<file path="src/rtl/vector_activation_pkg.sv">
// Shared constants for the vector activation engine.
// Bus encodings, FSM state codes and default element width.
package vector_activation_pkg;

  localparam int TYPE_BW_DEF = 32;

  localparam logic [1:0] MEM_NONE  = 2'b00;
  localparam logic [1:0] MEM_READ  = 2'b01;
  localparam logic [1:0] MEM_WRITE = 2'b11;

  typedef logic [2:0] state_t;

  localparam state_t ST_IDLE    = 3'd0;
  localparam state_t ST_RD_LEN  = 3'd1;
  localparam state_t ST_RD_ELEM = 3'd2;
  localparam state_t ST_WR_ELEM = 3'd3;
  localparam state_t ST_GAP     = 3'd4;
  localparam state_t ST_FIN     = 3'd5;

endpackage

</file>
<file path="src/rtl/activation_alu.sv">
// Combinational activation: ReLU, or leaky x>>>3 for
// negative inputs when ACT_LEAKY_EN is defined.
module activation_alu #(
  parameter int TYPE_BW = 32
) (
  input  logic [TYPE_BW-1:0] x,
  output logic [TYPE_BW-1:0] y
);

  // Negative inputs are clamped to zero or scaled down by 8
  always_comb begin
    y = x;
    if (x[TYPE_BW-1]) begin
`ifdef ACT_LEAKY_EN
      y = $signed(x) >>> 3;
`else
      y = '0;
`endif
    end
  end

endmodule

</file>
<file path="src/rtl/vector_activation.sv">
// Reads N elements from SRAM, applies the activation, writes back.
// ACT_LEAKY_EN selects the leaky variant inside activation_alu.
module vector_activation
  import vector_activation_pkg::*;
#(
  parameter int          TYPE_BW  = TYPE_BW_DEF,
  parameter logic [31:0] LEN_ADDR = 32'h0,
  parameter logic [31:0] SRC_BASE = 32'h1,
  parameter logic [31:0] DST_BASE = 32'h40,
  parameter int          MAX_LEN  = 128
) (
  input  logic               clk,
  input  logic               reset,
  input  logic               enable,
  output logic               done,
  output logic [31:0]        addr_o,
  input  logic [TYPE_BW-1:0] data_i,
  output logic [TYPE_BW-1:0] data_o,
  output logic [1:0]         mem_operation,
  input  logic               mem_opdone
);

  localparam int LW = (TYPE_BW > 32) ? TYPE_BW : 32;

  state_t       state;
  state_t       gap_tgt;
  logic [31:0]  n;
  logic [31:0]  i;
  logic         abort;
  logic         pending;
  logic         leave;
  logic [LW-1:0] len_ext;
  logic [31:0]  len_clamped;
  logic [31:0]  i_next;
  logic [TYPE_BW-1:0] act_y;

  activation_alu #(
    .TYPE_BW(TYPE_BW)
  ) u_alu (
    .x(data_i),
    .y(act_y)
  );

  // Exit conditions and the clamped element count
  always_comb begin
    pending = (state == ST_RD_LEN) ||
              (state == ST_RD_ELEM) ||
              (state == ST_WR_ELEM);
    leave = pending ? (mem_opdone && (abort || !enable))
                    : !enable;
    len_ext = LW'(data_i);
    len_clamped = (len_ext > LW'(MAX_LEN)) ? 32'(MAX_LEN)
                                           : 32'(len_ext);
    i_next = i + 32'd1;
  end

  // Job sequencer; bus outputs are registered and held per access
  always_ff @(posedge clk) begin
    if (!reset) begin
      state         <= ST_IDLE;
      gap_tgt       <= ST_IDLE;
      done          <= 1'b0;
      mem_operation <= MEM_NONE;
      addr_o        <= '0;
      data_o        <= '0;
      n             <= '0;
      i             <= '0;
      abort         <= 1'b0;
    end else if (leave) begin
      state         <= ST_IDLE;
      gap_tgt       <= ST_IDLE;
      done          <= 1'b0;
      mem_operation <= MEM_NONE;
      addr_o        <= '0;
      data_o        <= '0;
      n             <= '0;
      i             <= '0;
      abort         <= 1'b0;
    end else begin
      if (pending && !enable)
        abort <= 1'b1;
      case (state)
        ST_IDLE: begin
          state         <= ST_RD_LEN;
          mem_operation <= MEM_READ;
          addr_o        <= LEN_ADDR;
        end
        ST_RD_LEN: begin
          if (mem_opdone) begin
            n             <= len_clamped;
            i             <= '0;
            mem_operation <= MEM_NONE;
            state         <= ST_GAP;
            gap_tgt       <= (len_clamped == 32'd0) ? ST_FIN
                                                    : ST_RD_ELEM;
          end
        end
        ST_RD_ELEM: begin
          if (mem_opdone) begin
            data_o        <= act_y;
            mem_operation <= MEM_NONE;
            state         <= ST_GAP;
            gap_tgt       <= ST_WR_ELEM;
          end
        end
        ST_WR_ELEM: begin
          if (mem_opdone) begin
            i             <= i_next;
            mem_operation <= MEM_NONE;
            state         <= ST_GAP;
            gap_tgt       <= (i_next < n) ? ST_RD_ELEM : ST_FIN;
          end
        end
        ST_GAP: begin
          state <= gap_tgt;
          case (gap_tgt)
            ST_RD_ELEM: begin
              mem_operation <= MEM_READ;
              addr_o        <= SRC_BASE + i;
            end
            ST_WR_ELEM: begin
              mem_operation <= MEM_WRITE;
              addr_o        <= DST_BASE + i;
            end
            default: begin
              done <= 1'b1;
            end
          endcase
        end
        ST_FIN: begin
          done <= 1'b1;
        end
        default: begin
          state <= ST_IDLE;
        end
      endcase
    end
  end

endmodule

</file>
<file path="config.mk">
export PLATFORM = sky130hd
export DESIGN_NAME = vector_activation
export DESIGN_NICKNAME = d
export VERILOG_FILES = /design/src/rtl/vector_activation_pkg.sv /design/src/rtl/activation_alu.sv /design/src/rtl/vector_activation.sv
export SDC_FILE = /design/constraint.sdc
export NUM_CORES = 1
export LEC_CHECK = 0
export CAP_MARGIN = 20
export CORE_MARGIN = 2
export CORE_UTILIZATION = 45
export CTS_CLUSTER_DIAMETER = 60
export CTS_CLUSTER_SIZE = 8
export DETAILED_ROUTE_END_ITERATION = 12
export GPL_ROUTABILITY_DRIVEN = 1
export GPL_TIMING_DRIVEN = 0
export HOLD_SLACK_MARGIN = 0.12
export PLACE_DENSITY_LB_ADDON = 0.15
export SYNTH_ARGS = -nofsm -noshare
export SYNTH_HDL_FRONTEND = slang
export SYNTH_SLANG_ARGS = --single-unit
</file>
<file path="constraint.sdc">
create_clock -name clk -period 5.45 [get_ports clk]
set_input_delay 0.545 -clock clk [delete_from_list [all_inputs] [get_ports clk]]
set_output_delay 0.545 -clock clk [all_outputs]
set_load 0.01 [all_outputs]
</file>
Yosys cells after proc, flatten, opt, wreduce, memory -nomap -nowiden
Index checks and enable logic that the tools add are counted.

word-level totals
  register bits after elaboration = 138
  output and inout port bits = 67
  logic and storage cells = 73

cells by class
  $add $sub $neg = 2
  $lt $le $gt $ge = 2
  equal/unequal tests = 13
  multiplexer cells = 21
  bitwise logic cells = 2
  reductions and logical operators = 24

operator list
  kind                                                                    count
  32-bit one-hot mux with 2 select lines                                  3
  32-bit 2-to-1 mux                                                       3
  1-bit by 32-bit adder with 32-bit output (first input constant)         1
  7-bit by 32-bit adder with 32-bit output (first input constant)         1
  32-bit by 8-bit > comparator with 1-bit output (second input constant)  1
  32-bit zero test                                                        1
  32-bit less-than comparator                                             1
  31-bit 2-to-1 mux                                                       1
  3-bit 2-to-1 mux                                                        6
  3-bit by 2-bit == test with 1-bit output (second input constant)        4
  3-bit one-hot mux with 4 select lines                                   1
  2-bit AND reduction                                                     5
  3-bit one-hot mux with 3 select lines                                   1
  2-bit != test (second input constant)                                   4
  3-bit == test (second input constant)                                   2
  2-bit one-hot mux with 3 select lines                                   1
  3-bit AND reduction                                                     2
  2-bit nonzero test                                                      3
  3-bit nonzero test                                                      2
  2-bit one-hot mux with 2 select lines                                   1
  4-bit AND reduction                                                     1
  2-bit OR reduction                                                      2
  3-bit by 1-bit == test with 1-bit output (second input constant)        1
  3-bit zero test                                                         1
  other kinds (10)                                                        15

Logic depth before layout (Yosys ltp)
Gate-level depths: netlist (run 1).

  word-level depth = 6
  depth in mapped cells = 12
  depth with buffers taken out = 12

Hierarchy
Synthesis (run 1) repeated with hierarchy kept, for this count alone.

unflattened totals
  cells, all modules = 934
  area, all modules = 7370.8 µm²

by module, submodules not included
  module             times used  cells an instance  area an instance (µm²)  sequential area each (µm²)
  vector_activation  1           898                7131.8                  2762.6
  activation_alu     1           36                 239.0                   0.0

Least setup slack after synthesis (run 1)
OpenSTA, ideal clock, no wires.

  kind = register -> register
  from = reg i[0]
  to = reg gap_tgt[1]
  library setup time = 0.074 ns
  arrival time = 3.584 ns
  required time = 5.376 ns
  slack = 1.791 ns
  stages on the path, launching flop included = 12
  path buffers = 0
  cell sequence = dfxtp_1 > ha_1 > nand3_1 > nor4_2 > nand4_1 > xnor2_1 > ha_1 > and3_1 > a221o_1 > a221o_1 > or4b_1 > o21ai_0

on the way
  word-level cells in the longest chain between the ends = 5

ends and longest elaborated chain
  element                                   RTL line                  RTL
  from (decl)                               vector_activation.sv:28   logic [31:0] i;
  from (signal assigned)                    vector_activation.sv:108  i <= i_next;
  1-bit by 32-bit adder with 32-bit output  vector_activation.sv:54   i_next = i + 32'd1;
  32-bit less-than comparator               vector_activation.sv:111  gap_tgt <= (i_next < n) ? ST_RD_ELEM : ST_FIN;
  3-bit 2-to-1 mux                          vector_activation.sv:111
  3-bit 2-to-1 mux                          vector_activation.sv:107  if (mem_opdone) begin
  3-bit one-hot mux with 3 select lines     vector_activation.sv:82   case (state)
  to (signal assigned)                      vector_activation.sv:94   gap_tgt <= (len_clamped == 32'd0) ? ST_FIN
  to (signal assigned)                      vector_activation.sv:111
  to (decl)                                 vector_activation.sv:26   state_t gap_tgt;

No other way between the ends. The select of a mux whose other input is x is not followed.
A chain may end at the register's enable or synchronous reset.

Worst setup path in the final report (run 1)
Ends and elaborated chain as after synthesis.

==> results of run 1 <==
-- cell type report --
class / instances / area share, %
repair buffers: 102 / 11.2
clock buffers: 19 / 4.78
flip-flops and latches: 137 / 30.3
well taps: 216 / 2.99
inverters: 42 / 1.74
multi-input cells: 636 / 44.0
plain buffers: 62 / 3.07
clock inverters: 12 / 1.95
-- registers in the layout, summed over array words and instances, names as in the netlist --
name,count
data_o,31
addr_o,32
state,3
mem_operation,2
n,32
gap_tgt,3
i,32
done,1
abort,1
-- metrics by stage --
step / hold slack [ns] / util (%) / cells / worst slack (ns)
detailed placement: 0.442 / 53.7 / 1195 / 0.971
global placement: 0.435 / 53.7 / 1194 / 0.961
global route: 0.467 / 57.6 / 1226 / 0.574
finish: 0.448 / 57.6 / 1226 / 0.821
CTS: 0.452 / 57.6 / 1226 / 0.890
floorplan: 0.430 / - / 877 / 1.79
-- path summary, 6_finish.rpt --
path / startpoint / to / slack [ns] / depth (start not counted)
worst max-delay path: i[0] / gap_tgt[1] / 0.82 / 11
worst min-delay path: addr_o[23] / addr_o[23] / 0.45 / 2
worst max register to register: i[0] / gap_tgt[1] / 0.82 / 11
worst min register to register: addr_o[23] / addr_o[23] / 0.45 / 2
-- power by group through the flow --
| stage | combinational, W | sequential [W] | clock, W |
|---|---|---|---|
| 6_report | 0.000124 | 0.00101 | 0.00120 |
| 5_1_grt | 0.000134 | 0.00101 | 0.00126 |
| 4_1_cts | 0.000123 | 0.00101 | 0.00121 |
| 3_5_place_dp | 0.000123 | 0.00103 | 0 |
| 3_3_place_gp | 0.000123 | 0.00103 | 0 |
| 2_1_floorplan | 0.0000633 | 0.00103 | 0 |
-- logic make-up after synthesis --
logic type	count (synthesis)	synth area share [%]
compound gates	193	16.7
xor+xnor	48	5.87
fa+ha+maj	33	5.77
buf+inv	104	6.08
flops	137	38.3
mux	5	0.699
other cells	1	0.0524
simple gates	356	26.5
-- critical path: cells and delay by family, from the launching register on --
kind	cells	cell delay, ns
and+or+nand+nor	5	2.13
DFF	1	0.51
AOI/OAI and AO/OA	3	0.86
adders and majority gates	2	0.67
xor gates and xnor gates	1	0.38
-- cells in the final DEF (no fill, tap or decap), types with 36 or more instances in the layout --
cell type and instances:
nor2_1 69, nor3_1 38, dfxtp_1 137, inv_1 42
nand3_1 36, clkdlybuf4s50_1 101, nand2_1 75, clkbuf_1 36
o21ai_0 38, a21oi_1 82
-- metal layers --
| metal | GRT usage (%) | vias up | wire length, um |
|---|---|---|---|
| met4 | 8.10 | 0 | 393 |
| li1 | - | 3367 | - |
| met2 | 36.8 | 192 | 8690 |
| met3 | 6.11 | 33 | 1160 |
| met1 | 32.2 | 3151 | 9310 |
| met5 | 0 | - | 0 |
==> qor.txt, run 1 <==
Status = finished clean
Via density = 5.50
Area after DPL = 0.00844 sq mm
Avg Synthesized Cell Area = 8.16 sq um
Tot GR Track Use = 23.8%
Post-DP HPWL = 14.4 mm
Vias in the first global route = 6173
Post-synthesis cell area = 0.00716 sq mm
Hold_buf cts = 0
Sw Ratio = 22.3%
# rows = 46
Full die area = 0.0169 sq mm
CP Capture Type = flip-flop
Design area = 0.00905 sq mm
Fin Clk Skew = 0.00860 ns
Worst Path Class, Setup = flip-flop to flip-flop
PortBufs = 101
Worst Hold Class = flip-flop to flip-flop
Die Wd = 130 um
Layout Nets = 1067
CP Cell Sequence = ha_1, nand3_1, nor4_2, nand4_1, xnor2_1, ha_1, and3_1, a221o_1, a221o_1, or4b_1, o21ai_0
TNS Setup = 0 ns
Synth top area cells = dfxtp_1 38%, ha_1 5.8%, a21oi_1 5.7%
GRT overflow = 0
Most frequent cells after synthesis = 137 x dfxtp_1, 82 x a21oi_1, 75 x nand2_1, 69 x nor2_1, 42 x inv_1
CTS sink count = 137
DR iter-0 viols = 552
Worst slew pin tran = 0.936 ns
Remaining routing DRC violations = 0
Clock Latency Late Sink = 0.43 ns
Max stage delay on crit path = 0.78 ns
Max Cap Viol = 0
Area Growth Syn to Fin = 26.5%
Crit-path slowest cell = nor4_2
Post-route ant nets = 0
Power per cell area = 258 mW/mm^2
Die Y = 130 um
Worst IR Drop VDD = 0.207 mV
Fmax = 216 MHz
Sequential share of the synthesized area = 38.3%
Internal power = 0.00181 W
CTS buffer count = 17
Ys flop type = dfxtp_1
Min Tclk post-route = 4.63 ns
Initial antenna violation count = 0
Post-CTS Resized = 0
DR WL/cell = 16.0 um
First-pass GRT wire length = 31.4 mm
Hold Fails Final Rpt = 0
Syn Nets = 946
Worst rel slew slack = 37.4%
CTS tree = done
Sequential cell area = 0.00274 sq mm
Yosys top cell area share = 38.3%
Share of post-route cells with drive strength above 1 = 7.13%
RD Place Congestion = 0.864
Net Switching = 0.000522 W
WL final = 19.6 mm
Synth warn = 0
Slew Viols, Final = 0
Worst EP arrival = 4.98 ns
RSZ-0062 raised after global routing = no
Power after layout = 0.00233 W
Largest area contributor in the netlist = dfxtp_1
Vias = 6743
Leak Pwr = 3.11 nW
Ant. Diodes = 0
Comb pwr share = 5.3%
Largest net degree at the start of global routing = 17
Router iterations before antenna repair = 6
Part of the power in registers = 43.1%
Fill count = 1509
Most frequent cell after synthesis = dfxtp_1
Core Area = 0.0157 sq mm
Clk buf depth = 2
Req. time, crit path = 5.80 ns
CP startpoint kind = flip-flop
Clock tree root driver cell = clkbuf_16
Htree depth = 4
Final period utilization = 84.9%
Post-synth ARST share = 0%
Clock slew at reported path FFs = 0.06 ns
Area of the multi-input gates = 0.00398 sq mm
Postcts setup bufs = 0
Syn Inst Count = 877
Clock power frac = 51.6%
Worst-path fanout max = 8
Netlist cell types = 71
IO Pins = 103
Number of flops mapped to enable cells by yosys = 0
Initial Utilization = 45.6%
Final Setup Violations = 0
#FFs+latches synth = 137
No activity file was read; power rests on OpenSTA's default activity.
==> run 2, diff against run 1 <==
- clock period: 5.45 -> 4.1 ns (I/O delays scaled with it)
==> run 2 against run 1 <==
  * Sequential power is 33% higher
  * Non-clock buffer count fell by 1
  * Setup slack worse by 0.62 ns
  * Utilization rose by 0.22 points
  * Count of clock-buffer cells in the layout did not move
==> qor.txt, run 2 (synthesis results as in run 1) <==
Status = finished clean
Part of the power in registers = 43.2% (about the same)
Worst rel slew slack = 37.1% (-0.31 points)
Post-route ant nets = 0 (unchanged)
Commonest non-fill, non-tap cell in the layout = dfxtp_1
Internal power = 0.00241 W (+33%)
CTS sink count = 137 (unchanged)
Initial antenna violation count = 0 (unchanged)
Vias = 6750 (+0.10%)
Final WS setup = 0.204 ns (-0.617 ns)
Tot GR Track Use = 23.9% (+0.12 points)
Leak Pwr = 3.14 nW (+1.1%)
DR iter-0 viols = 484 (-12%)
Initial Utilization = 45.6% (unchanged)
First-pass GRT wire length = 31.6 mm (+0.51%)
Share of post-route cells with drive strength above 1 = 7.83% (+0.70 points)
Most frequent cells in the layout = 137 x dfxtp_1, 101 x clkdlybuf4s50_1, 82 x a21oi_1, 75 x nand2_1, 69 x nor2_1
Layout Nets = 1066 (-0.094%)
Worst-path fanout max = 10 (+2)
PortBufs = 101 (unchanged)
# rows = 46 (unchanged)
Clock tree root driver cell = clkbuf_16
Crit-path slowest cell = nor4_4
Worst Path Class, Setup = flip-flop to flip-flop
Post-DP HPWL = 14.4 mm (unchanged)
Power after layout = 0.00310 W (+33%)
CP Capture Type = flip-flop
Worst EP arrival = 4.24 ns (-0.74 ns)
Final period utilization = 95.0% (+10 points)
Net Switching = 0.000691 W (+32%)
Final Setup Violations = 0 (unchanged)
Via density = 5.51 (+0.19%)
Die Y = 130 um (unchanged)
Sw Ratio = 22.3% (-0.076 points)
Most numerous cell on the critical path = a221o_1
CP delay by family, top = simple AND/OR/NAND/NOR gates
Buf+Inv Stages, Crit Path = 0 (unchanged)
Max stage delay on crit path = 0.67 ns (-0.11 ns)
Req. time, crit path = 4.45 ns (-1.35 ns)
Fmax = 257 MHz (+19%)
Area Growth Syn to Fin = 27.0%
Biggest regs = addr_o: 32 flops, i: 32 flops, n: 32 flops
Die Wd = 130 um (unchanged)
Fin Clk Skew = 0.00984 ns (+0.00124 ns)
WL final = 19.6 mm (+0.42%)
Clock power frac = 51.5% (about the same)
Post-Place Worst Slack = -0.379 ns (-1.35 ns)
Vias in the first global route = 6185 (+0.19%)
Power per cell area = 341 mW/mm^2 (+32%)
Clock Latency Late Sink = 0.43 ns (about the same)
CP Cell Sequence = nand4_2, nor4_4, nand3_1, xnor2_1, ha_1, a21o_1, a221o_1, a221o_1, or4b_1, o21ai_0
IO Pins = 103 (unchanged)
Comb pwr share = 5.3% (about the same)
Max Cap Viol = 0 (unchanged)
Hold_buf cts = 0 (unchanged)
Full die area = 0.0169 sq mm (unchanged)
Min Tclk post-route = 3.90 ns (-0.733 ns)
Largest net degree at the start of global routing = 17 (unchanged)
Clock slew at reported path FFs = 0.06 ns (about the same)
Hold Fails Final Rpt = 0 (unchanged)
Htree depth = 4 (unchanged)
Worst Hold Class = flip-flop to flip-flop
RD Place Congestion = 0.864 (unchanged)
CP startpoint kind = flip-flop
Slew Viols, Final = 0 (unchanged)
Remaining routing DRC violations = 0 (unchanged)
Router iterations before antenna repair = 5 (-1)
Worst IR Drop VDD = 0.267 mV (+29%)
RSZ-0062 raised after global routing = no
CTS buffer count = 17 (unchanged)
Core Area = 0.0157 sq mm (unchanged)
Clk buf depth = 2 (unchanged)
Worst slew pin tran = 0.941 ns (+0.00461 ns)
DR WL/cell = 16.0 um (+0.50%)
Ant. Diodes = 0 (unchanged)
GRT overflow = 0 (unchanged)
CTS tree = done
-- run 2: cell count changes in the layout (fill, tap and decap cells not counted) --
cell      before  now
clkbuf_1      36   32
xnor2_1       30   29
buf_4          2    4
xnor2_2        0    1
clkbuf_2       2    3
ha_2           0    1
nor4_1        17   16
nand3_2        0    1
nand3_1       36   35
nor4_4         1    2
ha_1          33   32
-- run 2: path summary, 6_finish.rpt --
path	cells after the start	to	slack, ns	startpoint
worst min register to register	2	addr_o[25]	0.45	addr_o[25]
worst max register to register	10	gap_tgt[1]	0.20	i[0]
worst min-delay path	2	addr_o[25]	0.45	addr_o[25]
worst max-delay path	10	gap_tgt[1]	0.20	i[0]
-- run 2: final cells by class --
| type | count | area (sq um) |
|---|---|---|
| multi-input combinational | 636 | 4010 |
| clock buffer | 19 | 433 |
| clock inverter | 12 | 176 |
| tap | 216 | 270 |
| timing repair buffer | 104 | 1030 |
| inverter | 42 | 158 |
| buffer | 59 | 268 |
| fill | 1503 | 6620 |
| sequential | 137 | 2740 |
-- run 2: repair_timing --
| action | 4_1_cts | 5_1_grt |
|---|---|---|
| gates resized for setup | 2 | 5 |
| pin swaps | 1 | 0 |
| setup endpoints to repair | 3 | 3 |
| setup buffers | 2 | 0 |
-- run 2: worst min-delay path, cell delays in order, from the launching register on --
cell	delay (ns)
dfxtp_1	0.32
nand2_1	0.04
o21ai_0	0.05
-- run 2: power by group through the flow --
| stage | registers (W) | clock network, W | logic, W |
|---|---|---|---|
| floorplan | 0.00137 | 0 | 0.0000842 |
| global placement | 0.00137 | 0 | 0.000163 |
| detailed placement | 0.00137 | 0 | 0.000163 |
| CTS | 0.00134 | 0.00161 | 0.000164 |
| global route | 0.00134 | 0.00168 | 0.000178 |
| finish | 0.00134 | 0.00160 | 0.000165 |
-- run 2: metrics by stage --
step / std cells / utilization, % / hold slack [ns] / instance area (sq um) / TNS, ns
6_report: 1225 / 57.8 / 0.448 / 9090 / 0
5_1_grt: 1225 / 57.8 / 0.467 / 9090 / 0
4_1_cts: 1228 / 57.8 / 0.452 / 9080 / 0
3_5_place_dp: 1195 / 53.7 / 0.442 / 8440 / -0.626
3_3_place_gp: 1194 / 53.7 / 0.435 / 8440 / -0.605
2_1_floorplan: 877 / - / 0.430 / 7160 / 0
-- run 2: routing by layer --
metal | GRT usage (%) | vias to the layer above | routed length, um | share of wire, %
li1 | - | 3375 | - | -
met1 | 32.4 | 3148 | 9250 | 47
met2 | 37.0 | 197 | 8760 | 45
met3 | 6.15 | 30 | 1220 | 6.2
met4 | 8.22 | 0 | 415 | 2.1
met5 | 0 | - | 0 | 0
==> run 3, diff against run 2 <==
- SKIP_LAST_GASP: not set -> 1
==> results of run 3 <==
The final DEF is identical to that of run 2; final timing and power are the same.
==> variant (config.mk and constraints of run 2) <==
Add a define of `ACT_LEAKY_EN`.
--- a/src/rtl/activation_alu.sv
+++ b/src/rtl/activation_alu.sv
@@ -1,5 +1,7 @@
 // Combinational activation: ReLU, or leaky x>>>3 for
 // negative inputs when ACT_LEAKY_EN is defined.
+`define ACT_LEAKY_EN
+
 module activation_alu #(
   parameter int TYPE_BW = 32
 ) (
Behaviour: not the same (Yosys sat finds a counterexample within 10 cycles, from zero or initial values).
==> variant against run 2 <==
  * Count of clock-buffer cells in the layout up 3
  * Total power is 2.9% higher
  * Sequential cell count up 1
  * Critical path depth increased by 4
  * Area after synthesis rose by 0.79%
  * Clock power up 5%
  * Setup slack gained 0.13 ns
  * Design area up 1.0%
  * First-iteration DRC count decreased by 9.7%
  * Wire length increased by 5.5%
  * Largest power group unchanged
  * Highest routed layer unchanged
==> variant: results (changes against run 2) <==
INFO  outcome        run_status=finished clean
INFO  routing        route.detailed.vias_per_inst=5.43 [-1.4%]
INFO  timing         tightest_slew=0.843ns [-0.0977 ns]
INFO  grt            first_global_vias=6455 [+4.4%]
INFO  power          pwr-share-seq=42.3% [-0.9 points]
INFO  routing        detailedRoute.firstIterationViolations=437 [-9.7%]
INFO  power          ir_worst_vdd=0.291mV [+9.1%]
INFO  routing        totalWireLength=20.7mm [+5.5%]
INFO  grt            track_usage=25.1% [+1.2 points]
INFO  place          globalplace.congestion=0.938 [+8.7%]
INFO  finish         nFillCells=1494 [-0.60%]
INFO  yosys          syn-num-nets=965 [+2.0%]
INFO  yosys          syn-instance-count=896 [+2.2%]
INFO  worst_hold_path hold_class=reg -> reg
INFO  place          place_inst=1213 [+1.5%]
INFO  critical_path  crit_slowest_cell=sky130_fd_sc_hd__or3_1
INFO  yosys          sequential_fraction_of_the_synthesis_area=38.3% [about the same]
INFO  power          standby_leakage_power=3.24nW [+3.0%]
INFO  clock_tree     cts_root_buffer=sky130_fd_sc_hd__clkbuf_16
INFO  finish         finish.net_count=1086 [+1.9%]
INFO  critical_path  critPathMaxStageDelay=0.43ns [-0.24 ns]
INFO  place          dpl_cell_area=8500um^2 [+0.61%]
INFO  power          power_switching_share=21.9% [-0.32 points]
INFO  routing        detailroute.via_count=6770 [+0.30%]
INFO  yosys          synth_cell_type_count=55 [-23%]
INFO  yosys          synth_top_cells_by_area=sky130_fd_sc_hd__dfxtp_1 (38%), sky130_fd_sc_hd__nor2_1 (5.9%), sky130_fd_sc_hd__ha_1 (5.7%)
INFO  place          place.port_buffers=101 [unchanged]
INFO  critical_path  timing.critical_path.fanout_max=8 [-2]
INFO  timing         finClkSkew=0.00954ns [-0.000306 ns]
INFO  grt            antenna_found_initial=0 [unchanged]
INFO  finish         final_layout_size_suffix_gt1_share=6.50% [-1.3 points]
INFO  critical_path  worst-r2r-cell-count=14 [+4]
INFO  yosys          dominantRegCellSynth=sky130_fd_sc_hd__dfxtp_1
INFO  power          pwr-share-clk=52.7% [+1.2 points]
INFO  yosys          synth_commonest_cells=sky130_fd_sc_hd__dfxtp_1 (138), sky130_fd_sc_hd__nor2_1 (114), sky130_fd_sc_hd__nand2_1 (83)
INFO  place          dpl.hpwl=15.3mm [+6.4%]
INFO  grt            largest_net_degree_at_the_start_of_global_routing=17 [unchanged]
INFO  critical_path  worst-endpoint-arrival=4.06ns [-0.18 ns]
INFO  grt            grt_first_pass_wirelength=33.2mm [+5.2%]
-- variant: changes by cell type after synthesis, sizes merged, moves of 9 or more --
| cell | before | now |
|---|---|---|
| a21oi | 84 | 48 |
| nor3b | 33 | 3 |
| nor2 | 70 | 114 |
| a211oi | 2 | 33 |
| nor3 | 39 | 55 |
| nand4 | 24 | 15 |
| mux2i | 5 | 30 |
| clkbuf | 36 | 49 |
| nand3 | 36 | 23 |
-- variant: cell type report --
cell class / count / share of cell area, %
Clock inverter: 10 / 1.79
Tap cell: 216 / 2.94
Timing Repair Buffer: 103 / 11.2
Buffer: 67 / 3.09
Multi-Input combinational cell: 648 / 43.9
Inverter: 42 / 1.72
Clock buffer: 22 / 5.27
Sequential cell: 138 / 30.1
-- variant: critical path: cells and delay by family, from the launching register on --
kind,cells,cell delay (ns)
AOI/OAI and AO/OA,6,1.29
DFF,1,0.34
and+or+nand+nor,4,1.12
xor gates and xnor gates,1,0.22
adders and majority gates,1,0.28
buffers and inverters,2,0.38
-- variant: logic make-up after synthesis --
| family | Yosys count | synth area share [%] |
|---|---|---|
| buffers and inverters | 110 | 6.17 |
| DFF | 138 | 38.3 |
| AOI/OAI and AO/OA | 190 | 16.7 |
| muxes | 30 | 4.16 |
| and+or+nand+nor | 339 | 22.1 |
| adders and majority gates | 33 | 5.72 |
| xor gates and xnor gates | 56 | 6.80 |
-- variant: through the flow --
step | util [%] | hold WS, ns | setup slack (ns) | total power [mW]
2_1_floorplan | - | 0.430 | 0.923 | 1.46
3_5_place_dp | 53.9 | 0.443 | 0.145 | 1.54
4_1_cts | 58.0 | 0.454 | 0.0881 | 3.21
3_3_place_gp | 53.9 | 0.435 | 0.180 | 1.54
6_report | 58.2 | 0.451 | 0.336 | 3.19
5_1_grt | 58.2 | 0.463 | 0.0701 | 3.28
-- variant: path summary, 6_finish.rpt --
kind,start,to,slack [ns]
max reg2reg,i[0]$_SDFFE_PP0P_,gap_tgt[0]$_SDFFE_PP0P_,0.34
min reg2reg,addr_o[23]$_SDFFE_PP0P_,addr_o[23]$_SDFFE_PP0P_,0.45
min,addr_o[23]$_SDFFE_PP0P_,addr_o[23]$_SDFFE_PP0P_,0.45
max,i[0]$_SDFFE_PP0P_,gap_tgt[0]$_SDFFE_PP0P_,0.34
-- variant: what timing repair did --
action,in CTS,in global routing
hold buffers,0,0
endpoints found under the setup margin,0,3
buffers inserted,0,2
resized for setup,0,4
hold endpoints to repair,0,0
-- variant: metal layers --
metal	GRT usage, %	vias up	part of all wire [%]	wire, um
met5	0	-	0	0
met4	7.95	0	1.5	312
met3	4.60	22	5.1	1050
met2	42.0	180	48	10000
met1	32.9	3180	45	9360
li1	-	3388	-	-
